$ cat src/rtl/intersection_controller.sv
// intersection_controller: two-way traffic light sequencer with green/yellow/all-red dwell timers
// and a pedestrian walk phase inserted at the next all-red after a request.
module intersection_controller #(
  parameter int GREEN_CYC  = 8,
  parameter int YELLOW_CYC = 3,
  parameter int ALLRED_CYC = 2,
  parameter int WALK_CYC   = 6,
  parameter int CNT_W      = 8
) (
  input  logic       clk,
  input  logic       reset_n,
  input  logic       ped_req,
  output logic [1:0] ns_light,
  output logic [1:0] ew_light,
  output logic       walk,
  output logic       ped_pending,
  output logic [2:0] phase
);
  typedef enum logic [2:0] {
    RED_TO_NS = 3'd0, NS_GREEN = 3'd1, NS_YELLOW = 3'd2, RED_TO_EW = 3'd3,
    EW_GREEN = 3'd4, EW_YELLOW = 3'd5, WALK = 3'd6
  } state_t;
  localparam logic [1:0] RED = 2'b00, GREEN = 2'b01, YELLOW = 2'b10;
  state_t state, nxt;
  logic [CNT_W-1:0] timer, dwell;
  logic next_dir, req, walk_entry;
  assign req = ped_pending | ped_req;
  assign walk_entry = (nxt == WALK) && (state != WALK);
  always_comb begin
    nxt = state;
    if (timer == '0)
      case (state)
        RED_TO_NS: nxt = req ? WALK : NS_GREEN;
        NS_GREEN:  nxt = NS_YELLOW;
        NS_YELLOW: nxt = RED_TO_EW;
        RED_TO_EW: nxt = req ? WALK : EW_GREEN;
        EW_GREEN:  nxt = EW_YELLOW;
        EW_YELLOW: nxt = RED_TO_NS;
        WALK:      nxt = next_dir ? EW_GREEN : NS_GREEN;
        default:   nxt = RED_TO_NS;
      endcase
  end
  always_comb
    dwell = (nxt == NS_GREEN  || nxt == EW_GREEN)  ? CNT_W'(GREEN_CYC - 1)  :
            (nxt == NS_YELLOW || nxt == EW_YELLOW) ? CNT_W'(YELLOW_CYC - 1) :
            (nxt == WALK)                          ? CNT_W'(WALK_CYC - 1)   :
                                                     CNT_W'(ALLRED_CYC - 1);
  // outputs are decoded from the next state so they change on the same edge as the state
  always_ff @(posedge clk or negedge reset_n)
    if (!reset_n) begin
      state       <= RED_TO_NS;
      timer       <= CNT_W'(ALLRED_CYC - 1);
      next_dir    <= 1'b0;
      ns_light    <= RED;
      ew_light    <= RED;
      walk        <= 1'b0;
      ped_pending <= 1'b0;
      phase       <= 3'd0;
    end else begin
      state       <= nxt;
      timer       <= (timer == '0) ? dwell : timer - 1'b1;
      next_dir    <= walk_entry ? (state == RED_TO_EW) : next_dir;
      ped_pending <= walk_entry ? 1'b0 : (state != WALK && ped_req) ? 1'b1 : ped_pending;
      ns_light    <= (nxt == NS_GREEN) ? GREEN : (nxt == NS_YELLOW) ? YELLOW : RED;
      ew_light    <= (nxt == EW_GREEN) ? GREEN : (nxt == EW_YELLOW) ? YELLOW : RED;
      walk        <= (nxt == WALK);
      phase       <= nxt;
    end
endmodule
$ cat config.mk
export PLATFORM = sky130hd
export DESIGN_NAME = intersection_controller
export DESIGN_NICKNAME = d
export VERILOG_FILES = /design/src/rtl/intersection_controller.sv
export SDC_FILE = /design/constraint.sdc
export NUM_CORES = 1
export LEC_CHECK = 0
export ABC_CLOCK_PERIOD_IN_PS = 2400
export CAP_MARGIN = 10
export CORE_MARGIN = 2
export CORE_UTILIZATION = 53
export CTS_BUF_LIST = sky130_fd_sc_hd__clkbuf_16
export DETAILED_ROUTE_END_ITERATION = 8
export GPL_TIMING_DRIVEN = 1
export PLACE_DENSITY = 0.85
export SYNTH_ARGS = -nofsm -noshare
export SYNTH_HDL_FRONTEND = slang
export SYNTH_SLANG_ARGS = --single-unit
$ cat constraint.sdc
create_clock -name clk -period 2.4 [get_ports clk]
set_input_delay 0.36 -clock clk [delete_from_list [all_inputs] [get_ports clk]]
set_output_delay 0.36 -clock clk [all_outputs]
set_load 0.01 [all_outputs]
==> results of run 1 <==
[worst max-delay path, delay by kind of cell (launching register included)]
| family | cells | cell delay (ps) |
|---|---|---|
| AO/OA/AOI/OAI | 1 | 130 |
| AND/OR/NAND/NOR | 2 | 760 |
| buffers and inverters | 1 | 90 |
| flip-flops | 1 | 370 |
| multiplexers | 1 | 240 |
| adder cells (fa/ha/maj) | 1 | 170 |
[per-layer routing]
layer / vias to the layer above / GRT usage (%)
met3: 4 / 3.46
met1: 379 / 29.2
met2: 25 / 28.9
li1: 379 / -
met5: - / 0
met4: 0 / 10.6
[per-stage QoR]
step,utilization [%],std cells
global placement,61.8,129
detailed placement,61.8,129
finish,66.4,133
CTS,66.4,133
global route,66.4,133
floorplan,-,99
[final timing paths]
path,cells after the start,slack (ps),start,end
worst max-delay path,6,500,timer[0]$_DFF_PN1_,state[2]$_DFF_PN0_
worst min-delay path,1,570,reset_n,state[2]$_DFF_PN0_
worst max register to register,6,500,timer[0]$_DFF_PN1_,state[2]$_DFF_PN0_
worst min register to register,1,590,timer[6]$_DFF_PN0_,timer[6]$_DFF_PN0_
max in group asynchronous,1,1340,reset_n,timer[2]$_DFF_PN0_
min in group clk,1,590,timer[6]$_DFF_PN0_,timer[6]$_DFF_PN0_
[area by class of cell]
cell class | instances | area (sq um)
Clock buffer | 3 | 75.1
Clock inverter | 1 | 3.75
Fill cell | 146 | 581
Multi-Input combinational cell | 71 | 459
Tap cell | 25 | 31.3
Sequential cell | 18 | 452
Inverter | 4 | 15.0
Timing Repair Buffer | 11 | 110
[cells by family (layout without fill, tap and decap cells)]
kind of cell | count (synthesis) | after routing | synth area share [%]
adders and majority gates | 2 | 2 | 2.58
buffers and inverters | 10 | 19 | 5.94
xor gates and xnor gates | 3 | 3 | 2.71
DFF | 18 | 18 | 46.6
AOI/OAI and AO/OA | 29 | 29 | 19.8
and+or+nand+nor | 35 | 35 | 20.2
muxes | 2 | 2 | 2.20
[cell usage after synthesis (all sizes together) (2+ instances only)]
library cell	instances	share of area, %
o31ai	3	2.3
a31oi	2	1.3
o21ai	6	3.1
nor2	6	2.3
inv	3	1.2
dfrtp	17	44
nand3	3	1.5
nor3	5	3.1
a21oi	9	5.4
or3	3	1.9
nand2	8	3.4
nand2b	2	1.3
clkbuf	2	0.78
xnor2	2	1.8
o311ai	2	1.8
ha	2	2.6
nor4	2	1.9
buf	4	3.6
[report_power, final]
part / leakage, nW / internal, mW / total, mW / switching (mW)
registers: 0.217 / 0.421 / 0.594 / 0.173
clock network: 0.0423 / 0.221 / 0.326 / 0.105
logic: 0.191 / 0.221 / 0.428 / 0.207
[state kept, by name (all words and copies together) (netlist names)]
name,flops
ns_light,2
state,3
ped_pending,1
timer,8
ew_light,2
walk,1
next_dir,1
==> results by group, run 1 <==
STA
  • Final WS setup: between 400 and 500 ps
  • Final hold slack: between 500 and 600 ps
  • Setup-failing EPs final: 0
  • Final period utilization: slightly below 80%
  • Clk_skew: between 2 and 3 ps
  • Worst Tran Pin Value: 781 ps
  • Relative slew margins: 47.8%
  • Minimum clock period: 1900 ps
  • Setup TNS: 0 ps
  • RSZ-0062 raised after global routing: false
  • Final Hold Viols: 0
  • Slew Limit Fails: 0
  • Achievable frequency: roughly 0.53 GHz

Clocking
  • CTS resizes: 0
  • Clock slew at reported path FFs: 50 ps
  • Worst-case clock buffer depth: 2
  • CTS tree: yes
  • Clk_lat worst skew: approximately 250 ps
  • Root buf cell: clkbuf_16
  • CTS H-tree lvls: 1
  • TritonCTS Sinks: 18
  • Hold buffers post-CTS: 0
  • Post-CTS setup buffers: 0
  • CTS buffer count: 3

Routing
  • Vias: slightly below 800
  • M1 WL: around 900 um
  • Top sig layer: met4
  • Met2 wire len: approximately 860 um
  • Routed WL: roughly 1.9 mm
  • Met3 wire len: between 70 and 80 um
  • WL/cell: 14.0 um
  • Detail Route Antenna Nets: 0
  • Drt pass-1 iters: 4
  • Residual DRC: 0
  • Vias per inst: 5.92
  • Initial drt markers: 23

Finish
  • Fraction of layout cells with a size suffix above 1: 11.1%
  • Fin nets: around 110
  • N_diodes: 0
  • Most frequent cells in the layout: dfrtp_1 (17), clkdlybuf4s50_1 (11), nand2_1 (7), a21oi_1 (7)
  • Most common cell after layout, fill and taps aside: dfrtp_1
  • Design area: 0.00115 sq mm
  • P&R area growth vs syn: 18.3%

Critical path
  • Crit path launch type: register
  • CP arrival: roughly 2000 ps
  • CP Capture Type: register
  • CP max FO: 14
  • Data required, critical path: ~2500 ps
  • CP Class: reg -> reg
  • CP max stage cell: and2_1
  • CP Cell Sequence: inv_1 -> ha_1 -> nor3b_1 -> and2_1 -> mux2i_1 -> o311ai_1
  • Max incr delay on CP: approximately 480 ps

Pwr
  • Cell Pwr Density: 1180 mW/mm^2
  • Maximum vdd drop: 795 uV
  • Total power: ~1.3 mW
  • Leakage power: 0.450 nW

Global routing
  • Number of global-route vias before repair: around 690
  • Largest net degree at the start of global routing: 19
  • First-pass GRT wire length: approximately 3 mm
  • Total GRT Usage: a little over 20%
  • Global route total overflow: 0
  • Initial antenna violation count: 0

Logic synthesis
  • Post-Syn Nets: around 100
  • Seq/Total Area, Yosys: a little under half
  • Async SR Flop Fraction: 100%
  • Count of different cell masters after synthesis: 43
  • Synth Register Bits: 18
  • Post-synth EDFFs: 0
  • Mapped Avg Cell Area: a little under 10 sq um
  • Post-Synthesis Cells: a little under 100
  • Synth warn: 0
  • Dominant register cell in the synthesized netlist: dfrtp_1
  • Synthesized area: roughly 970 sq um

Placement
  • Placed standard-cell area: ~0.0011 sq mm
  • Post-Place Setup Slack: slightly below 500 ps
  • GP Congestion: about 0.91
  • Port Buffers: 11
  • Final HPWL DP: around 1.3 mm

Die
  • Die Y-Extent: about 47 um
  • Die X: ~47 um
  • Num rows: 15
  • Ports: 12
  • Total die area: ~0.0022 sq mm
  • Initial core utilization: 56.1%
  • Total core area: about 0.0017 sq mm

Job
  • Total of max-cap violations: 0

Status
  • Status: completed

Worst hold path
  • Hold WC Path Type: in -> async
Note: power is estimated with default switching activity, not from simulation.
==> inputs of run 2 (changes only) <==
ABC_CLOCK_PERIOD_IN_PS = 1900   (was 2400)
clock period = 1.9 ns   (was 2.4 ns; I/O delays follow)
==> results by group, run 2 (synthesis results as in run 1) <==
Routing
  • Vias per inst: 5.82 (-1.6%)
  • Residual DRC: 0 (unchanged)
  • WL/cell: 15.3 um (+9.2%)
  • Vias: 798 (+1.4%)
  • Initial drt markers: 25 (+8.7%)
  • Drt pass-1 iters: 5 (+1)
  • Detail Route Antenna Nets: 0 (unchanged)
  • Routed WL: 2.10 mm (+12%)

Critical path
  • Max incr delay on CP: 620 ps (+140 ps)
  • Data required, critical path: 1620 ps (-880 ps)
  • CP top delay family: buffers and inverters
  • CP Cell Sequence: clkdlybuf4s50_1
  • CP Capture Type: output pin
  • CP arrival: 1470 ps (-540 ps)
  • CP max FO: 14 (unchanged)
  • Crit path launch type: register
  • CP Class: reg -> out
  • CP max stage cell: clkdlybuf4s50_1
  • Buffers and inverters on the worst path: 1 (unchanged)

Die
  • Die X: 46.7 um (unchanged)
  • Ports: 12 (unchanged)
  • Total die area: 0.00219 sq mm (unchanged)
  • Die Y-Extent: 46.7 um (unchanged)
  • Initial core utilization: 56.1% (unchanged)
  • Total core area: 0.00173 sq mm (unchanged)
  • Num rows: 15 (unchanged)

STA
  • Final Hold Viols: 0 (unchanged)
  • Final period utilization: 92.2%
  • RSZ-0062 raised after global routing: false
  • Slew Limit Fails: 0 (unchanged)
  • Achievable frequency: approximately 0.57 GHz
  • Minimum clock period: approximately 1800 ps
  • Worst Tran Pin Value: 515 ps (-267 ps)
  • Relative slew margins: 65.4% (+18 points)
  • Clk_skew: 1.71 ps (-1.21 ps)
  • Setup-failing EPs final: 0 (unchanged)
  • Setup TNS: 0 ps (unchanged)
  • Final hold slack: 370 ps (-203 ps)

Global routing
  • Global route total overflow: 0 (unchanged)
  • Total GRT Usage: 23.3% (+3.2 points)
  • Number of global-route vias before repair: 768 (+12%)
  • Largest net degree at the start of global routing: 15 (-4)
  • First-pass GRT wire length: 3.53 mm (+15%)
  • Initial antenna violation count: 0 (unchanged)

Clocking
  • Clock slew at reported path FFs: 50 ps (about the same)
  • Root buf cell: clkbuf_16
  • CTS H-tree lvls: 1 (unchanged)
  • Worst-case clock buffer depth: 2 (unchanged)
  • CTS buffer count: 3 (unchanged)
  • CTS tree: yes
  • TritonCTS Sinks: 18 (unchanged)
  • Post-CTS setup buffers: 0 (unchanged)
  • Clk_lat worst skew: 250 ps (about the same)

Finish
  • Largest register FFs: 8 (unchanged)
  • Fraction of layout cells with a size suffix above 1: 16.1% (+5.0 points)
  • Most frequent cells in the layout: dfrtp_1 (17), clkdlybuf4s50_1 (11), nand2_1 (7), a21oi_1 (7)
  • Largest Register: timer
  • N_diodes: 0 (unchanged)
  • Final std cells w/o fill: 137 (+3.0%)
  • Fill cells: 141 (-3.4%)
  • P&R area growth vs syn: 22.7%
  • Fin nets: 118 (+3.5%)
  • Most common cell after layout, fill and taps aside: dfrtp_1
  • Largest regs: timer x8, state x3

Placement
  • GP Congestion: 0.885 (-2.6%)
  • Inst Count DP: 133 (+3.1%)
  • Final HPWL DP: 1.38 mm (+6.6%)
  • Port Buffers: 11 (unchanged)

Pwr
  • Cell Pwr Density: 1500 mW/mm^2 (+28%)
  • Maximum vdd drop: 949 uV (+19%)
  • Leakage power: 0.482 nW (+7.2%)

Job
  • Total of max-cap violations: 0 (unchanged)

Worst hold path
  • Hold WC Path Type: in -> async

Status
  • Status: completed
==> run 2: cell types whose count changed in the layout (fill, tap and decap cells not counted), sizes merged <==
cell	delta
clkinv	+1
inv	-1
buf	+4
==> run 2: final cells by class <==
| cell class | count | area, sq um | area share, % |
|---|---|---|---|
| Clock buffer | 3 | 75.1 | 6.32 |
| Timing Repair Buffer | 15 | 140 | 11.8 |
| Tap cell | 25 | 31.3 | 2.63 |
| Inverter | 4 | 15.0 | 1.26 |
| Multi-Input combinational cell | 71 | 472 | 39.7 |
| Clock inverter | 1 | 3.75 | 0.316 |
| Sequential cell | 18 | 452 | 38.0 |
==> run 2: path summary, 6_finish.rpt <==
| path | startpoint | slack (ps) | to | depth (start not counted) |
|---|---|---|---|---|
| max | state[1]$_DFF_PN0_ | 150 | phase[1] | 1 |
| min | reset_n | 370 | ew_light[1]$_DFF_PN0_ | 1 |
| max reg2reg | timer[3]$_DFF_PN0_ | 150 | state[2]$_DFF_PN0_ | 4 |
| min reg2reg | next_dir$_DFFE_PN0P_ | 600 | next_dir$_DFFE_PN0P_ | 2 |
| max in group asynchronous | reset_n | 1040 | state[1]$_DFF_PN0_ | 2 |
| min in group clk | next_dir$_DFFE_PN0P_ | 600 | next_dir$_DFFE_PN0P_ | 2 |
==> run 2: repair_timing <==
item,CTS,global route
gates resized for setup,0,4
hold buffers,0,0
setup endpoints to repair,0,12
==> run 2: through the flow <==
step,total power [mW],worst slack (ps),util (%),cell area [sq um]
6_report,1.79,148,68.8,1190
3_5_place_dp,1.32,105,63.6,1100
2_1_floorplan,1.08,206,-,968
3_3_place_gp,1.30,195,63.6,1100
5_1_grt,1.88,46.4,68.8,1190
4_1_cts,1.76,32.7,68.1,1180
==> run 2: layer usage <==
metal  global-route usage [%]  vias up  wire, um
met5                        0        -         0
met4                     11.1        0        28
met3                     4.62        4        64
met2                     38.1       26      1040
li1                         -      388         -
met1                     29.7      380       970
==> run 2: power by group <==
part           switching, mW  internal [mW]  total (mW)
combinational          0.342          0.308       0.650
sequential             0.175          0.533       0.708
clock                  0.148          0.280       0.428
==> inputs of run 3 (changes only) <==
ABC_CLOCK_PERIOD_IN_PS = 2000   (was 1900)
CAP_MARGIN = default   (was 10)
clock period = 2 ns   (was 1.9 ns; I/O delays follow)
==> results by group, run 3 (synthesis results as in run 1) <==
Routing
  • Vias per inst: 5.75 (-1.3%)
  • Drt pass-1 iters: 4 (-1)
  • Vias: 770 (-3.5%)
  • Initial drt markers: 13 (-48%)
  • Detail Route Antenna Nets: 0 (unchanged)
  • Residual DRC: 0 (unchanged)
  • WL/cell: 14.2 um (-7.6%)
  • Routed WL: 1.90 mm (-9.6%)

Clocking
  • CTS tree: yes
  • Root buf cell: clkbuf_16
  • Worst-case clock buffer depth: 2 (unchanged)
  • Clk_lat worst skew: 250 ps (about the same)
  • CTS H-tree lvls: 1 (unchanged)
  • Post-CTS setup buffers: 0 (unchanged)
  • TritonCTS Sinks: 18 (unchanged)
  • Clock slew at reported path FFs: 50 ps (about the same)
  • CTS buffer count: 3 (unchanged)

Critical path
  • Max incr delay on CP: 630 ps (about the same)
  • Crit path launch type: register
  • CP max FO: 16 (+2)
  • FF-to-FF path depth: 6 (+2)
  • Buffers and inverters on the worst path: 1 (unchanged)
  • CP Capture Type: output pin
  • Worst r2r src: timer[0]$_DFF_PN1_
  • CP Class: reg -> out
  • CP max stage cell: dfrtp_1
  • Data required, critical path: 1700 ps (+80 ps)
  • CP Cell Sequence: clkdlybuf4s50_1
  • R2R setup slack: 200 ps (+50 ps)
  • CP arrival: 1510 ps (+40 ps)
  • CP top delay family: flip-flops
  • Reg2reg end: ns_light[1]$_DFF_PN0_

STA
  • Relative slew margins: 68.4% (+3.0 points)
  • RSZ-0062 raised after global routing: false
  • Setup-failing EPs final: 0 (unchanged)
  • Slew Limit Fails: 0 (unchanged)
  • Final period utilization: 90.5%
  • Minimum clock period: around 1800 ps
  • Final Hold Viols: 0 (unchanged)
  • Achievable frequency: between 0.5 and 0.6 GHz
  • Clk_skew: 2.02 ps (+0.316 ps)
  • Worst Tran Pin Value: 474 ps (-41.0 ps)
  • Setup TNS: 0 ps (unchanged)

Pwr
  • Total power: 1.62 mW (-9.0%)
  • Cell Pwr Density: 1410 mW/mm^2 (-6.4%)
  • Leakage power: 0.455 nW (-5.5%)
  • Maximum vdd drop: 888 uV (-6.5%)

Global routing
  • Initial antenna violation count: 0 (unchanged)
  • Global route total overflow: 0 (unchanged)
  • Number of global-route vias before repair: 690 (-10%)
  • First-pass GRT wire length: 3.08 mm (-13%)
  • Largest net degree at the start of global routing: 19 (+4)
  • Total GRT Usage: 20.4% (-2.9 points)

Die
  • Num rows: 15 (unchanged)
  • Die Y-Extent: 46.7 um (unchanged)
  • Ports: 12 (unchanged)
  • Total core area: 0.00173 sq mm (unchanged)
  • Initial core utilization: 56.1% (unchanged)
  • Die X: 46.7 um (unchanged)
  • Total die area: 0.00219 sq mm (unchanged)

Placement
  • Final HPWL DP: 1.34 mm (-2.4%)
  • Port Buffers: 11 (unchanged)
  • GP Congestion: 0.909 (+2.6%)

Finish
  • FF/Latch Area: 452 sq um (unchanged)
  • Largest register FFs: 8 (unchanged)
  • N_diodes: 0 (unchanged)
  • P&R area growth vs syn: 19.3%
  • Largest Register: timer
  • Most frequent cells in the layout: dfrtp_1 (17), clkdlybuf4s50_1 (11), nand2_1 (7), a21oi_1 (7)
  • Most common cell after layout, fill and taps aside: dfrtp_1
  • Area of the multi-input gates: 460 sq um (-2.4%)
  • Final core utilization: 66.9% (-2.0 points)
  • Fin nets: 115 (-2.5%)
  • Fill cells: 144 (+2.1%)
  • Fraction of layout cells with a size suffix above 1: 12.8% (-3.2 points)
  • Largest regs: timer x8, state x3

Status
  • Status: completed

Worst hold path
  • Hold WC Path Type: in -> async

Job
  • Total of max-cap violations: 0 (unchanged)
## run 3: timing repair
item / CTS / global route
setup endpoints to repair: 0 / 2
endpoints found under the hold margin: 0 / 0
resized for setup: 0 / 1
hold buffers: 0 / 0
## run 3: how the worst max path moves through the flow
stage	from	end	slack, ps	cells after the start
3_5_place_dp	timer[1]$_DFF_PN0_	state[2]$_DFF_PN0_	120	6
3_3_place_gp	timer[1]$_DFF_PN0_	state[0]$_DFF_PN0_	220	6
5_1_grt	timer[1]$_DFF_PN0_	next_dir$_DFFE_PN0P_	60	6
2_1_floorplan	timer[0]$_DFF_PN1_	ns_light[1]$_DFF_PN0_	310	7
6_report	state[2]$_DFF_PN0_	phase[2]	190	1
4_1_cts	timer[1]$_DFF_PN0_	state[2]$_DFF_PN0_	120	6
## run 3: cell type report
type                            instances  share of cell area [%]
Multi-Input combinational cell         71                    39.9
Sequential cell                        18                    39.1
Timing Repair Buffer                   12                    10.2
Clock buffer                            3                    6.50
Tap cell                               25                    2.71
Inverter                                4                    1.30
Clock inverter                          1                   0.325
## run 3: where the power goes
group | internal, mW | switching, mW
clock network | 0.265 | 0.127
logic | 0.267 | 0.251
registers | 0.506 | 0.208
total | 1.04 | 0.586
## run 3: per-stage QoR
step	std cells	area [sq um]	hold WS (ps)	worst slack, ps
after global routing	134	1150	418	59.8
final	134	1150	383	190
after floorplan	99	968	4.41	306
after global placement	130	1070	557	216
after detailed placement	130	1070	564	124
after CTS	134	1150	389	115
## run 3: per-layer routing
metal | vias up | GRT usage (%) | part of all wire [%]
met5 | - | 0 | 0
met4 | 0 | 10.0 | 1.0
met3 | 4 | 3.46 | 2.7
met2 | 14 | 33.3 | 48
met1 | 371 | 26.5 | 48
li1 | 381 | - | -
==> RTL edit 1: new RTL, config.mk and constraints of run 2 <==
Change the parameter `CNT_W` from 8 to 12.
--- a/src/rtl/intersection_controller.sv
+++ b/src/rtl/intersection_controller.sv
@@ -6,5 +6,5 @@
   parameter int ALLRED_CYC = 2,
   parameter int WALK_CYC   = 6,
-  parameter int CNT_W      = 8
+  parameter int CNT_W      = 12
 ) (
   input  logic       clk,
Function: same outputs for any inputs over 10 cycles, from zero or initial values and one cycle with reset_n low; that may be too few to reach the edited logic, so the function may still have changed.
==> RTL edit 1 against run 2 <==
- sequential cell count grew 4
- sequential power up 30%
- area after synthesis increased by 28%
- cell area rose by 25%
- via count increased by 27%
- maximum frequency is 2.8% lower
- die area grew 26%
- clock power grew 4%
- non-clock buffer count increased by 2
- power is 15% higher
- setup slack got worse by 0.050 ns
- wire length rose by 19%
- critical path type is now register to register
- largest power group unchanged
==> RTL edit 1: results (changes against run 2) <==
placed_design:
  routabilityCongestion: 0.926  # +4.6%
  hpwlAfterDp_um: 1810  # +32%
  dp_cells: 168  # +26%
  placed_area_um2: 1400  # +27%
sta:
  fin_skew_ns: 0.00284  # +0.00114 ns
  relSlewSlack: 0.699  # +0.0451
detailed_routing:
  first_pass_iters: 4  # -1
  drt_iter0_drc: 28  # +12%
  wl_per_cell_um: 14.5  # -5.1%
  met3_wirelength_um: 103  # +61%
  wl_met2_um: 1310  # +26%
  routed_wl_um: 2500  # +19%
  wl_met1_um: 1080  # +11%
clock_tree:
  clockBufferDepth: 2  # unchanged
  cts_made_buffers: 3  # unchanged
power:
  p_comb_mw: 0.686  # +5.5%
  internal_power_mw: 1.27  # +13%
  seqPwrFrac: 0.448  # +0.052
  irDropWorstVdd_mv: 1.34  # +41%
  p_leak_nw: 0.596  # +24%
  switching_share: 0.381  # +0.00858
worst_setup_path:
  cp_slowest_cell: "dfstp_2"
  slowest_delay_ns: 0.57  # -0.05 ns
  crit_family: "simple AND/OR/NAND/NOR gates"
  crit_fanout: 8  # -6
  crit_arrival_ns: 1.98  # +0.51 ns
global_routing:
  met3_usage: 0.0514  # +0.00527
  grt_pass1_vias: 941  # +23%
  grt_use_total: 0.210  # -0.0229
  grt_pass1_wl_um: 4250  # +20%
  grt_util_met2: 0.350  # -0.0306
layout:
  drive_above_1_share: 0.181  # +0.0198
  nFillCells: 185  # +31%
  nets: 150  # +27%
  reg.largest.list: "timer: 12 flops, state: 3 flops"
yosys:
  synth_fp_nets: 137  # +32%
  synth.cells.most_frequent: "dfrtp_1 (21), nor2_1 (14), nand2_1 (11)"
  ys_top_cells_by_area: "dfrtp_1 (42%), nor2_1 (4.2%), o21ai_0 (4.0%)"
  synth-seq-area-share: 0.444  # -0.0223
  syn_area_per_cell_um2: 9.41  # -3.8%
  ys_types: 43  # unchanged
run_status:
  outcome: "finished clean"
## RTL edit 1: worst register-to-register path, cell delays in order (launching register included)
cell and delay, ns:
dfstp_2 0.57, inv_1 0.07, ha_1 0.19, nor4b_4 0.14, and4_1 0.30, or3_1 0.39
o211ai_2 0.07
## RTL edit 1: worst paths after layout
path | slack, ns | cells after the start | start | endpoint
max in group asynchronous | 1.24 | 2 | reset_n | timer[0]
worst max-delay path | 0.1 | 6 | timer[0] | walk
worst min-delay path | 0.38 | 2 | reset_n | timer[6]
min in group clk | 0.55 | 1 | timer[0] | timer[0]
worst min register to register | 0.55 | 1 | timer[0] | timer[0]
worst max register to register | 0.1 | 6 | timer[0] | walk
## RTL edit 1: layout make-up
cell class / instances / area [um^2] / share of cell area
Inverter: 5 / 18.8 / 0.0126
Timing Repair Buffer: 17 / 155 / 0.104
Tap cell: 28 / 35.0 / 0.0236
Sequential cell: 22 / 552 / 0.371
Multi-Input combinational cell: 96 / 647 / 0.435
Clock buffer: 3 / 75.1 / 0.0505
Clock inverter: 1 / 3.75 / 0.00253
## RTL edit 1: kinds of logic (layout without fill, tap and decap cells)
kind of cell | count (synthesis) | in the layout | share of synthesized area
xor+xnor | 6 | 6 | 0.0423
compound gates | 31 | 31 | 0.159
flops | 22 | 22 | 0.444
mux | 3 | 3 | 0.0262
simple gates | 54 | 54 | 0.263
buf+inv | 14 | 26 | 0.0453
fa+ha+maj | 2 | 2 | 0.0201
## RTL edit 1: metrics by stage
stage          hold slack (ns)  setup slack (ns)
2_1_floorplan          -0.0106             0.183
3_3_place_gp             0.535             0.142
3_5_place_dp             0.543             0.104
4_1_cts                  0.393            0.0855
5_1_grt                  0.417           0.00442
6_report                 0.378            0.0986
==> RTL edit 2: new RTL, flow settings as in run 2 <==
Made on the original files. Put one more register stage on the output `ped_pending`, cleared by the reset. The value now appears one clock later. The other outputs are not delayed to match.
--- a/src/rtl/intersection_controller.sv
+++ b/src/rtl/intersection_controller.sv
@@ -22,8 +22,10 @@
   } state_t;
   localparam logic [1:0] RED = 2'b00, GREEN = 2'b01, YELLOW = 2'b10;
+
+  logic ped_pending_s0;
   state_t state, nxt;
   logic [CNT_W-1:0] timer, dwell;
   logic next_dir, req, walk_entry;
-  assign req = ped_pending | ped_req;
+  assign req = ped_pending_s0 | ped_req;
   assign walk_entry = (nxt == WALK) && (state != WALK);
   always_comb begin
@@ -55,5 +57,5 @@
       ew_light    <= RED;
       walk        <= 1'b0;
-      ped_pending <= 1'b0;
+      ped_pending_s0 <= 1'b0;
       phase       <= 3'd0;
     end else begin
@@ -61,5 +63,5 @@
       timer       <= (timer == '0) ? dwell : timer - 1'b1;
       next_dir    <= walk_entry ? (state == RED_TO_EW) : next_dir;
-      ped_pending <= walk_entry ? 1'b0 : (state != WALK && ped_req) ? 1'b1 : ped_pending;
+      ped_pending_s0 <= walk_entry ? 1'b0 : (state != WALK && ped_req) ? 1'b1 : ped_pending_s0;
       ns_light    <= (nxt == NS_GREEN) ? GREEN : (nxt == NS_YELLOW) ? YELLOW : RED;
       ew_light    <= (nxt == EW_GREEN) ? GREEN : (nxt == EW_YELLOW) ? YELLOW : RED;
@@ -67,3 +69,11 @@
       phase       <= nxt;
     end
+  always_ff @(posedge clk or negedge reset_n) begin
+    if (!reset_n) begin
+      ped_pending <= '0;
+    end else begin
+      ped_pending <= ped_pending_s0;
+    end
+  end
+
 endmodule
Behaviour: not the same (a bounded check fails within 4 cycles, from zero or initial values and one cycle with reset_n low).
==> RTL edit 2 against run 2 <==
- sequential cell count is 1 higher
- power is 0.24% higher
- synthesized cell count is 1.0% higher
- cell area is 1.5% higher
- critical path depth is 5 higher
- combinational power is 8.8% lower
- sequential power is 9.0% higher
- setup slack worse by 0.099 ns
- wire length is 3.4% higher
- area after synthesis is 2.6% higher
- die area is 2.4% higher
- critical path type is now register to register
- critical endpoint is now ns_light[1]
- highest routed layer unchanged
==> RTL edit 2: results (changes against run 2) <==
layout:
  buffer_area_frac: 0.110  # -0.00794
  reg.largest.list: "timer: 8 flops, state: 3 flops"
  multi_input_area_um2: 472  # unchanged
  n_all_buffers: 14  # -1
  nFillCells: 121  # -14%
  stdcell_area_um2: 1210  # +1.5%
  final-clk-cell-share: 0.0654  # -0.000963
  ff_latch_area_um2: 477  # +5.5%
yosys:
  synth_mux_area_frac: 0.0214  # -0.000553
  synthCells: 100  # +1.0%
  synth-seq-area-share: 0.480  # +0.0134
  synth.cells.most_frequent: "dfrtp_1 (18), a21oi_1 (7), nand2_1 (7)"
  synthAdderAreaFrac: 0.0252  # -0.000651
  yosys.area.top_type: "dfrtp_1"
  synth_fp_nets: 105  # +0.96%
power:
  irDropWorstVdd_mv: 0.856  # -9.8%
  switching_share: 0.370  # -0.00190
  p_leak_nw: 0.479  # -0.63%
detailed_routing:
  met3_wirelength_um: 105  # +64%
  first_pass_iters: 4  # -1
  vias: 834  # +4.5%
  routed_wl_um: 2170  # +3.4%
  wl_met2_um: 1020  # -1.5%
  drt_iter0_drc: 43  # +72%
clock_tree:
  cts.sinks: 19  # +1
  clk_latency_ns: 0.25  # about the same
  root_buffer: "clkbuf_16"
  cts-resized-gates: 1  # +1
global_routing:
  met3_usage: 0.0269  # -0.0192
  grt_util_met2: 0.354  # -0.0265
  grt_use_total: 0.226  # -0.00651
  grt_max_degree: 17  # +2
  grt_pass1_wl_um: 3530  # -0.20%
  grt_use_met1: 0.311  # +0.0139
  grt_pass1_vias: 772  # +0.52%
sta:
  fin_skew_ns: 0.00422  # +0.00252 ns
  min_period_ns: 1.85  # +0.0989 ns
  holdWs_ns: 0.345  # -0.0245 ns
  relSlewSlack: 0.695  # +0.0408
worst_setup_path:
  cp_slowest_cell: "dfstp_2"
  slowest_delay_ns: 0.56  # -0.06 ns
  crit_family: "simple AND/OR/NAND/NOR gates"
  crit_arrival_ns: 2.02  # +0.55 ns
  crit_fanout: 8  # -6
  r2r_slack_ns: 0.05  # -0.10 ns
placed_design:
  placed_area_um2: 1110  # +1.6%
  pre_cts_slack_ns: 0.0905  # -0.0142 ns
  routabilityCongestion: 0.873  # -1.4%
  hpwlAfterDp_um: 1440  # +4.6%
run_status:
  outcome: "finished clean"
## RTL edit 2: power by group through the flow
stage	Clock, mW	Combinational [mW]	Sequential, mW
final	0.425	0.593	0.772
after detailed placement	0	0.577	0.757
after floorplan	0	0.394	0.703
after global placement	0	0.560	0.742
after global routing	0.450	0.649	0.788
after CTS	0.423	0.592	0.754
## RTL edit 2: final timing paths
check / from / to / cells after the start
worst max-delay path: timer[0] / ns_light[1] / 6
worst min-delay path: reset_n / state[1] / 1
worst max register to register: timer[0] / ns_light[1] / 6
worst min register to register: ped_pending_s0 / ped_pending / 0
max in group asynchronous: reset_n / ns_light[1] / 2
min in group clk: ped_pending_s0 / ped_pending / 0
## RTL edit 2: worst register-to-register path, cell delays in order (launching register included)
cell and delay, ns:
dfstp_2 0.56, inv_1 0.09, ha_1 0.23, nor3b_2 0.18, and2_2 0.25, or3_1 0.34
a21oi_2 0.13
